$ cat src/rtl/mips_pkg.sv
// -----------------------------------------------------------------------------
// mips_pkg
//  Shared constants for the MIPS IF/ID pipeline register.
//  - Word and register-index widths.
//  - The default bubble instruction.
//  - The bit positions of each instruction field.
//  - A helper that sign-extends a 16-bit immediate.
// -----------------------------------------------------------------------------
package mips_pkg;

   localparam int INS_W    = 32;
   localparam int REG_W    = 5;

   localparam int OPC_HI   = 31;
   localparam int OPC_LO   = 26;
   localparam int RS_HI    = 25;
   localparam int RS_LO    = 21;
   localparam int RT_HI    = 20;
   localparam int RT_LO    = 16;
   localparam int RD_HI    = 15;
   localparam int RD_LO    = 11;
   localparam int FUNCT_HI = 5;
   localparam int FUNCT_LO = 0;
   localparam int IMM_HI   = 15;
   localparam int IMM_LO   = 0;

   localparam logic [INS_W-1:0] NOP_INS_DEF = 32'h0000_0000;

   function automatic logic [INS_W-1:0] sext16(input logic [15:0] imm);
      return {{16{imm[15]}}, imm};
   endfunction

endpackage

$ cat src/rtl/if_id_entry.sv
// -----------------------------------------------------------------------------
// if_id_entry
//  Holds one pipeline slot: {valid, pc, next_pc, ins}.
//  - i_load has priority over i_clear.
//  - i_clear drops only the valid bit. The payload is left as it was, so a
//    bubble keeps showing the last PC.
// Ports
//  i_clk, i_rst_n         clock, asynchronous active-low reset
//  i_load, i_clear        capture the d-inputs / invalidate the entry
//  i_pc, i_next_pc, i_ins payload to capture
//  o_valid, o_pc, o_next_pc, o_ins  registered entry contents
// -----------------------------------------------------------------------------
module if_id_entry
   import mips_pkg::*;
(
   input  logic             i_clk,
   input  logic             i_rst_n,
   input  logic             i_load,
   input  logic             i_clear,
   input  logic [INS_W-1:0] i_pc,
   input  logic [INS_W-1:0] i_next_pc,
   input  logic [INS_W-1:0] i_ins,
   output logic             o_valid,
   output logic [INS_W-1:0] o_pc,
   output logic [INS_W-1:0] o_next_pc,
   output logic [INS_W-1:0] o_ins
);

   logic             r_valid;
   logic [INS_W-1:0] r_pc;
   logic [INS_W-1:0] r_next_pc;
   logic [INS_W-1:0] r_ins;

   always_ff @(posedge i_clk or negedge i_rst_n) begin
      if (!i_rst_n) begin
         r_valid   <= 1'b0;
         r_pc      <= '0;
         r_next_pc <= '0;
         r_ins     <= '0;
      end else if (i_load) begin
         r_valid   <= 1'b1;
         r_pc      <= i_pc;
         r_next_pc <= i_next_pc;
         r_ins     <= i_ins;
      end else if (i_clear) begin
         r_valid   <= 1'b0;
      end
   end

   assign o_valid   = r_valid;
   assign o_pc      = r_pc;
   assign o_next_pc = r_next_pc;
   assign o_ins     = r_ins;

endmodule

$ cat src/rtl/if_id_pipe.sv
// -----------------------------------------------------------------------------
// if_id_pipe
//  IF->ID pipeline register with a valid/ready handshake and a one-entry skid
//  buffer. It also handles the branch flush from ID and decodes the common
//  instruction fields.
//
//  Optional build macro: DELAY_SLOT_EN
//  - When defined, an honoured flush keeps the one next-older instruction,
//    which is the branch delay slot.
//  - When undefined, an honoured flush kills every younger instruction.
//
// Parameters
//  NOP_INS   instruction shown on id_ins while id_valid=0
//  SKID_EN   1: skid entry present, if_ready is registered
//            0: no skid, if_ready follows id_ready combinationally
//
// Ports
//  CLK, RST                           clock, asynchronous active-low reset
//  if_pc, if_next_pc, if_ins          instruction offered by IF
//  if_valid / if_ready                IF-side handshake
//  id_ready                           ID consumes the current output
//  flush                              taken branch/jump in ID
//  id_valid, id_pc, id_next_pc, id_ins  registered output to ID
//  id_opcode, id_rs, id_rt, id_rd, id_funct, id_imm_sext  fields decoded from id_ins
// -----------------------------------------------------------------------------
module if_id_pipe
   import mips_pkg::*;
#(
   parameter logic [INS_W-1:0] NOP_INS = NOP_INS_DEF,
   parameter bit               SKID_EN = 1'b1
)(
   input  logic             CLK,
   input  logic             RST,
   input  logic [INS_W-1:0] if_pc,
   input  logic [INS_W-1:0] if_next_pc,
   input  logic [INS_W-1:0] if_ins,
   input  logic             if_valid,
   output logic             if_ready,
   input  logic             id_ready,
   input  logic             flush,
   output logic             id_valid,
   output logic [INS_W-1:0] id_pc,
   output logic [INS_W-1:0] id_next_pc,
   output logic [INS_W-1:0] id_ins,
   output logic [5:0]       id_opcode,
   output logic [REG_W-1:0] id_rs,
   output logic [REG_W-1:0] id_rt,
   output logic [REG_W-1:0] id_rd,
   output logic [5:0]       id_funct,
   output logic [INS_W-1:0] id_imm_sext
);

   logic             w_main_valid;
   logic [INS_W-1:0] w_main_pc;
   logic [INS_W-1:0] w_main_next_pc;
   logic [INS_W-1:0] w_main_ins;
   logic             w_skid_valid;
   logic [INS_W-1:0] w_skid_pc;
   logic [INS_W-1:0] w_skid_next_pc;
   logic [INS_W-1:0] w_skid_ins;

   logic             w_accept;
   logic             w_advance;
   logic             w_flush;
   logic             w_main_free;
   logic             w_main_load;
   logic             w_main_clear;
   logic             w_main_from_skid;
   logic             w_skid_load;
   logic             w_skid_clear;
   logic [INS_W-1:0] w_main_d_pc;
   logic [INS_W-1:0] w_main_d_next_pc;
   logic [INS_W-1:0] w_main_d_ins;

   assign w_accept    = if_valid & if_ready;
   assign w_advance   = w_main_valid & id_ready;
   // A flush only counts when the branch actually leaves ID this cycle.
   assign w_flush     = flush & w_advance;
   assign w_main_free = ~w_main_valid | w_advance;

   always_comb begin
      w_main_load      = 1'b0;
      w_main_clear     = 1'b0;
      w_main_from_skid = 1'b0;
      w_skid_load      = 1'b0;
      w_skid_clear     = 1'b0;
      if (w_main_free) begin
         // The skid entry is older than anything IF offers. While the skid
         // is full, if_ready is low, so no new word can compete with it.
         if (w_skid_valid) begin
            w_main_load      = 1'b1;
            w_main_from_skid = 1'b1;
            w_skid_clear     = 1'b1;
         end else if (w_accept) begin
            w_main_load = 1'b1;
         end else begin
            w_main_clear = 1'b1;
         end
      end else if (w_accept) begin
         w_skid_load = 1'b1;
      end
`ifdef DELAY_SLOT_EN
      // The normal advance path already keeps exactly one instruction, the
      // delay slot: either skid->main or the word accepted this cycle. A
      // flush never parks a word in the skid. Main is always free on a flush,
      // so this override is redundant and only states the intent.
      if (w_flush) begin
         w_skid_load = 1'b0;
      end
`else
      // Kill everything younger than the departing branch.
      if (w_flush) begin
         w_main_load  = 1'b0;
         w_main_clear = 1'b1;
         w_skid_load  = 1'b0;
         w_skid_clear = 1'b1;
      end
`endif
   end

   assign w_main_d_pc      = w_main_from_skid ? w_skid_pc      : if_pc;
   assign w_main_d_next_pc = w_main_from_skid ? w_skid_next_pc : if_next_pc;
   assign w_main_d_ins     = w_main_from_skid ? w_skid_ins     : if_ins;

   if_id_entry u_main (
      .i_clk     (CLK),
      .i_rst_n   (RST),
      .i_load    (w_main_load),
      .i_clear   (w_main_clear),
      .i_pc      (w_main_d_pc),
      .i_next_pc (w_main_d_next_pc),
      .i_ins     (w_main_d_ins),
      .o_valid   (w_main_valid),
      .o_pc      (w_main_pc),
      .o_next_pc (w_main_next_pc),
      .o_ins     (w_main_ins)
   );

   generate
      if (SKID_EN) begin : g_skid
         if_id_entry u_skid (
            .i_clk     (CLK),
            .i_rst_n   (RST),
            .i_load    (w_skid_load),
            .i_clear   (w_skid_clear),
            .i_pc      (if_pc),
            .i_next_pc (if_next_pc),
            .i_ins     (if_ins),
            .o_valid   (w_skid_valid),
            .o_pc      (w_skid_pc),
            .o_next_pc (w_skid_next_pc),
            .o_ins     (w_skid_ins)
         );
         // Driven only by a flop output, so there is no path from id_ready.
         assign if_ready = ~w_skid_valid;
      end else begin : g_no_skid
         assign w_skid_valid   = 1'b0;
         assign w_skid_pc      = '0;
         assign w_skid_next_pc = '0;
         assign w_skid_ins     = '0;
         assign if_ready       = w_main_free;
      end
   endgenerate

   assign id_valid    = w_main_valid;
   assign id_pc       = w_main_pc;
   assign id_next_pc  = w_main_next_pc;
   assign id_ins      = w_main_valid ? w_main_ins : NOP_INS;

   assign id_opcode   = id_ins[OPC_HI:OPC_LO];
   assign id_rs       = id_ins[RS_HI:RS_LO];
   assign id_rt       = id_ins[RT_HI:RT_LO];
   assign id_rd       = id_ins[RD_HI:RD_LO];
   assign id_funct    = id_ins[FUNCT_HI:FUNCT_LO];
   assign id_imm_sext = sext16(id_ins[IMM_HI:IMM_LO]);

endmodule

$ cat config.mk
export PLATFORM = sky130hd
export DESIGN_NAME = if_id_pipe
export DESIGN_NICKNAME = d
export VERILOG_FILES = /design/src/rtl/mips_pkg.sv /design/src/rtl/if_id_entry.sv /design/src/rtl/if_id_pipe.sv
export SDC_FILE = /design/constraint.sdc
export NUM_CORES = 1
export LEC_CHECK = 0
export BUFFER_PORTS_ARGS = -buffer_cell sky130_fd_sc_hd__buf_2
export CELL_PAD_IN_SITES_DETAIL_PLACEMENT = 1
export CELL_PAD_IN_SITES_GLOBAL_PLACEMENT = 2
export CORE_UTILIZATION = 31
export DETAILED_ROUTE_END_ITERATION = 10
export PLACE_DENSITY = 0.8
export SLEW_MARGIN = 40
export SYNTH_ARGS = -nofsm -noshare
export SYNTH_HDL_FRONTEND = slang
export SYNTH_SLANG_ARGS = --single-unit
$ cat constraint.sdc
create_clock -name CLK -period 1.7 [get_ports CLK]
set_clock_uncertainty 0.2 [all_clocks]
set_input_delay 0.34 -clock CLK [delete_from_list [all_inputs] [get_ports CLK]]
set_output_delay 0.34 -clock CLK [all_outputs]
set_load 0.02 [all_outputs]
; ---- Word level (Yosys, flattened, before mapping)
; Index checks and enable logic that the tools add are counted.
[word_totals]
register_bits = 194
in_bits = 101
out_inout_bits = 157
elab_cells = 37
[op_classes]
mux = 21
n_bitwise = 6
n_reduce_logical = 2
[ops]
columns = cell, count
row1 = 2-to-1 mux 32 bit, 4
row2 = 2-to-1 mux 1 bit, 17
row3 = nonzero test 2 bit, 2
row4 = AND 1 bit, 3
row5 = inverter 1 bit, 2
row6 = OR 1 bit, 1

; ---- Depth between registers and ports, before layout
[depth]
ltp_word = 8
depth_mapped = 7
mapped_depth_nobuf = 3

; ---- By module
; From an unflattened synthesis, not the netlist that was laid out.
[hier_totals]
cells_unflattened = 624
area_unflattened_um2 = 9534.1
[modules_own_cells]
columns = module, instances, cells_each, area_per_inst_um2
row1 = if_id_entry, 2, 206, 3714.8
row2 = if_id_pipe, 1, 212, 2104.5

; ---- Worst setup path before layout
; Ideal clock, no wire load.
[synth_path]
kind = flip-flop to output port
start = register u_main.r_valid, in the netlist u_main.o_valid
end = output id_imm_sext[16]
arrival_time_ps = 1548
t_required_ps = 1160
setup_slack_ps = -388
stages_incl_launch_ff = 4
path_buffers = 2
cell_sequence = dfrtp_1 clkbuf_1 and2_1 buf_4
[synth_between]
elab_chain_len = 1
[synth_rtl]
columns = item, line_no
row1 = from (decl), if_id_entry.sv:29  ; logic r_valid;
row2 = from (signal assigned), if_id_entry.sv:36  ; r_valid <= 1'b0;
row3 = from (signal assigned), if_id_entry.sv:41  ; r_valid <= 1'b1;
row4 = from (signal assigned), if_id_entry.sv:46  ; r_valid <= 1'b0;
row5 = 2-to-1 mux 32 bit, if_id_pipe.sv:168  ; assign id_ins = w_main_valid ? w_main_ins : NOP_INS;
row6 = to (decl), if_id_pipe.sv:50  ; output logic [INS_W-1:0] id_imm_sext
; No other way between the ends.

; ---- Worst setup path in the final report
[layout_path]
start = register g_skid.u_skid.r_valid, in the netlist g_skid.u_skid.o_valid
end = register g_skid.u_skid.r_ins[29], in the netlist g_skid.u_skid.o_ins[29]
[layout_between]
elab_chain_len = 5
[layout_rtl]
columns = item, line_no
row1 = from (decl), if_id_entry.sv:29
row2 = from (signal assigned), if_id_entry.sv:36
row3 = from (signal assigned), if_id_entry.sv:41
row4 = from (signal assigned), if_id_entry.sv:46
row5 = inverter 1 bit, if_id_pipe.sv:155  ; assign if_ready = ~w_skid_valid;
row6 = AND 1 bit, if_id_pipe.sv:75  ; assign w_accept = if_valid & if_ready;
row7 = 2-to-1 mux 1 bit, if_id_pipe.sv:99  ; end else if (w_accept) begin
row8 = 2-to-1 mux 1 bit, if_id_pipe.sv:87  ; if (w_main_free) begin
row9 = 2-to-1 mux 1 bit, if_id_pipe.sv:112  ; if (w_flush) begin
row10 = to (signal assigned), if_id_entry.sv:44  ; r_ins <= i_ins;
row11 = to (decl), if_id_entry.sv:32  ; logic [INS_W-1:0] r_ins;
; No other way between the ends.
; A chain may end at the register's enable or synchronous reset.

==> results by group <==
Pwr
  • Power share of the clock group: 22.6%
  • Comb power frac: 39.8%
  • Flop pwr share: 37.6%
  • Pleak: 0.007054 uW
  • Power Density: 1240 nW/um^2
  • Total power: 18210 uW
  • Switching power: 6459 uW
  • Worst IR Drop VDD: 0.6099 mV
  • Switch share: 35.46%
  • Cell Int Power: about 12000 uW

Placed design
  • Dpl ws: -0.2482 ns
  • Routability cong.: 0.7114
  • Post-DP Area: ~11000 um^2
  • Dpl hpwl: 17160 um
  • PortBufs: 257

Detailed routing
  • Drt pass-1 iters: 7
  • Final ANT Viol Nets: 0
  • Routed via count: 7367
  • DRT iter0 DRCs: approximately 370
  • Drt drc: 46
  • Routed WL: 31600 um
  • Vias per cell: between 4 and 5
  • Routed length per instance: 19.96 um

Floorplan
  • Die Height: 179.5 um
  • Die Area: 32200 um^2
  • CORE AREA: 30750 um^2
  • # rows: between 60 and 70
  • Initial Util: 31.75%
  • Num ports: 258
  • Die outline width: 179.5 um

GRT
  • GRT overflow: 0
  • Via count of the first global-routing pass: roughly 7900
  • Largest net degree at the start of global routing: 65
  • First-pass GRT wire length: 43040 um
  • GR Util All Layers: 16.84%
  • Initial antenna violation count: 0

Final layout
  • Area of the multi-input gates: 4423 um^2
  • Fin area: 14690 um^2
  • Nets: 1275
  • Register Area: 4860 um^2
  • Most frequent cells in the layout: buf_2, dfrtp_1, mux2_4, dlygate4sd3_1, inv_1
  • Layout area overhead: 50.49%
  • Fillers: 3242
  • Commonest non-fill, non-tap cell in the layout: buf_2
  • ANT cells: 0
  • Layout cell share with drive strength beyond 1: 52.23%

Setup path
  • Slowest stage delay, CP: 0.50 ns
  • Critical path, cell by cell: buf_8, nor3b_4, buf_6, buf_12, clkbuf_16, mux2_4
  • Crit path buf inv count: 4
  • Setup crit end kind: register
  • WP data required: 1.82 ns
  • Crit path max fanout: 7
  • Worst path arrival time: between 2 and 2.5 ns
  • R2R Setup Slk: -0.28 ns
  • CP max stage cell: dfrtp_4
  • Setup crit start kind: register
  • Worst setup path class: register to register
  • CP top delay family: buffers and inverters

Clock network
  • CTS clk-pin slew, worst paths: 0.08 ns
  • H-tree depth: 4
  • Inserted Clock Buffers: 17
  • Sink Count: 194
  • CTS tree: yes
  • CTS Buffer Depth: 2
  • Root Driver: clkbuf_16
  • Clk_lat worst skew: about 0.45 ns

STA
  • Slew Viols, Final: 0
  • Worst slew pin tran: 0.4033 ns
  • Final Hold Fails: 0
  • Max_slew headroom: 73.12%
  • Max Fclk: 505.0 MHz
  • Unrepaired setup endpoints after global routing: yes
  • Setup ws final: -0.2803 ns
  • Final period util: 116.5%
  • Final count of negative-setup-slack endpoints: 244
  • Fin crit period: 1.980 ns

Synthesis
  • Avg Inst Size Synth: 11.90 um^2
  • Post-synthesis net count: 921
  • Number of distinct library cells after synthesis: 16
  • Mapped Cells: slightly above 800
  • Register area share after synthesis: between 40 and 50%
  • Synthesized flop and latch total: approximately 190
  • Ys Warns: 0
  • Mapped Area: 9762 um^2

Outcome
  • Run status: finished with violations
  • Failing checks: design-rule violations, negative setup slack

Min path
  • HP Class: primary input to register

Run
  • Max_cap viols: 0
## metrics by stage
step / hold WS [ns] / instances / setup TNS (ns) / utilization (%)
after floorplan: -0.1556 / 820 / -12.13 / -
after global placement: 0.1075 / 1414 / -23.34 / 37.24
after detailed placement: 0.1068 / 1414 / -25.12 / 37.24
after CTS: 0.03990 / 1550 / -51.84 / 43.62
after global routing: 0.08257 / 1583 / -59.09 / 47.77
final: 0.06255 / 1583 / -43.42 / 47.77
## layout make-up
class / instances / share of cell area (%)
Sequential cell: 194 / 33.08
Multi-Input combinational cell: 426 / 30.11
Timing Repair Buffer: 438 / 26.98
Tap cell: 396 / 3.373
Clock buffer: 18 / 2.990
Inverter: 97 / 2.513
Clock inverter: 14 / 0.9539
## worst register-to-register path: stages (launching register included)
cell and delay, ns:
dfrtp_4 0.50, buf_8 0.15, nor3b_4 0.21, buf_6 0.16
buf_12 0.16, clkbuf_16 0.18, mux2_4 0.31
## what timing repair did
item,4_1_cts,5_1_grt
hold buffers,97,0
endpoints found under the setup margin,266,285
resized for setup,104,209
hold endpoints to repair,237,0
buffers inserted,4,5
cloned,3,28
pin swaps,2,1
## cells by family (layout without fill, tap and decap cells)
logic type	Yosys count	in the layout	share of synthesized area, %
flip-flops	194	194	49.73
buffers and inverters	202	567	10.74
AO/OA/AOI/OAI	98	98	5.024
multiplexers	288	288	31.99
AND/OR/NAND/NOR	38	40	2.512
## sequential cells by signal (all words and copies together), names as in the netlist
| register | cells |
|---|---|
| u_main.o_next_pc | 32 |
| g_skid.u_skid.o_valid | 1 |
| g_skid.u_skid.o_next_pc | 32 |
| u_main.o_valid | 1 |
| g_skid.u_skid.o_pc | 32 |
| u_main.o_ins | 32 |
| g_skid.u_skid.o_ins | 32 |
| u_main.o_pc | 32 |
## synthesized netlist by cell type
library cell  number  area share (%)
dfrtp_1          194              50
mux2_2           152              18
inv_1             97             3.7
mux2i_1           96             9.8
o21ai_0           94             4.8
buf_4             60             4.6
mux2_1            40             4.6
and2_1            33             2.1
buf_2             28             1.4
clkbuf_1          13            0.50
buf_6              4            0.46
o21ai_1            3            0.15
nand2b_1           2            0.13
nor2_1             2           0.077
a21oi_1            1           0.051
nor3b_4            1            0.19
## layer usage
| metal | vias to the layer above | track usage (%) | wire [um] |
|---|---|---|---|
| met5 | - | 0 | 0 |
| met3 | 20 | 3.626 | 1158 |
| met1 | 3736 | 21.19 | 13800 |
| li1 | 3422 | - | - |
| met4 | 0 | 4.034 | 327 |
| met2 | 189 | 29.36 | 16320 |
## final timing paths
kind                                        startpoint  cells past startpoint                 endpoint
worst max-delay path             g_skid.u_skid.o_valid                      6  g_skid.u_skid.o_ins[29]
min in group asynchronous                          RST                      2           u_main.o_pc[7]
worst min register to register  g_skid.u_skid.o_pc[28]                      1   g_skid.u_skid.o_pc[28]
max in group asynchronous                          RST                      3          u_main.o_ins[4]
worst max register to register   g_skid.u_skid.o_valid                      6  g_skid.u_skid.o_ins[29]
worst min-delay path                             flush                      3           u_main.o_valid
## power by group through the flow
| stage | clock network [uW] | registers [uW] | logic, uW |
|---|---|---|---|
| 6_report | 4110 | 6850 | 7250 |
| 5_1_grt | 4420 | 7030 | 7740 |
| 4_1_cts | 4210 | 6790 | 6260 |
| 3_5_place_dp | 0 | 6840 | 5570 |
| 3_3_place_gp | 0 | 6780 | 5410 |
| 2_1_floorplan | 0 | 7240 | 3470 |
No activity file was read; power rests on OpenSTA's default activity.
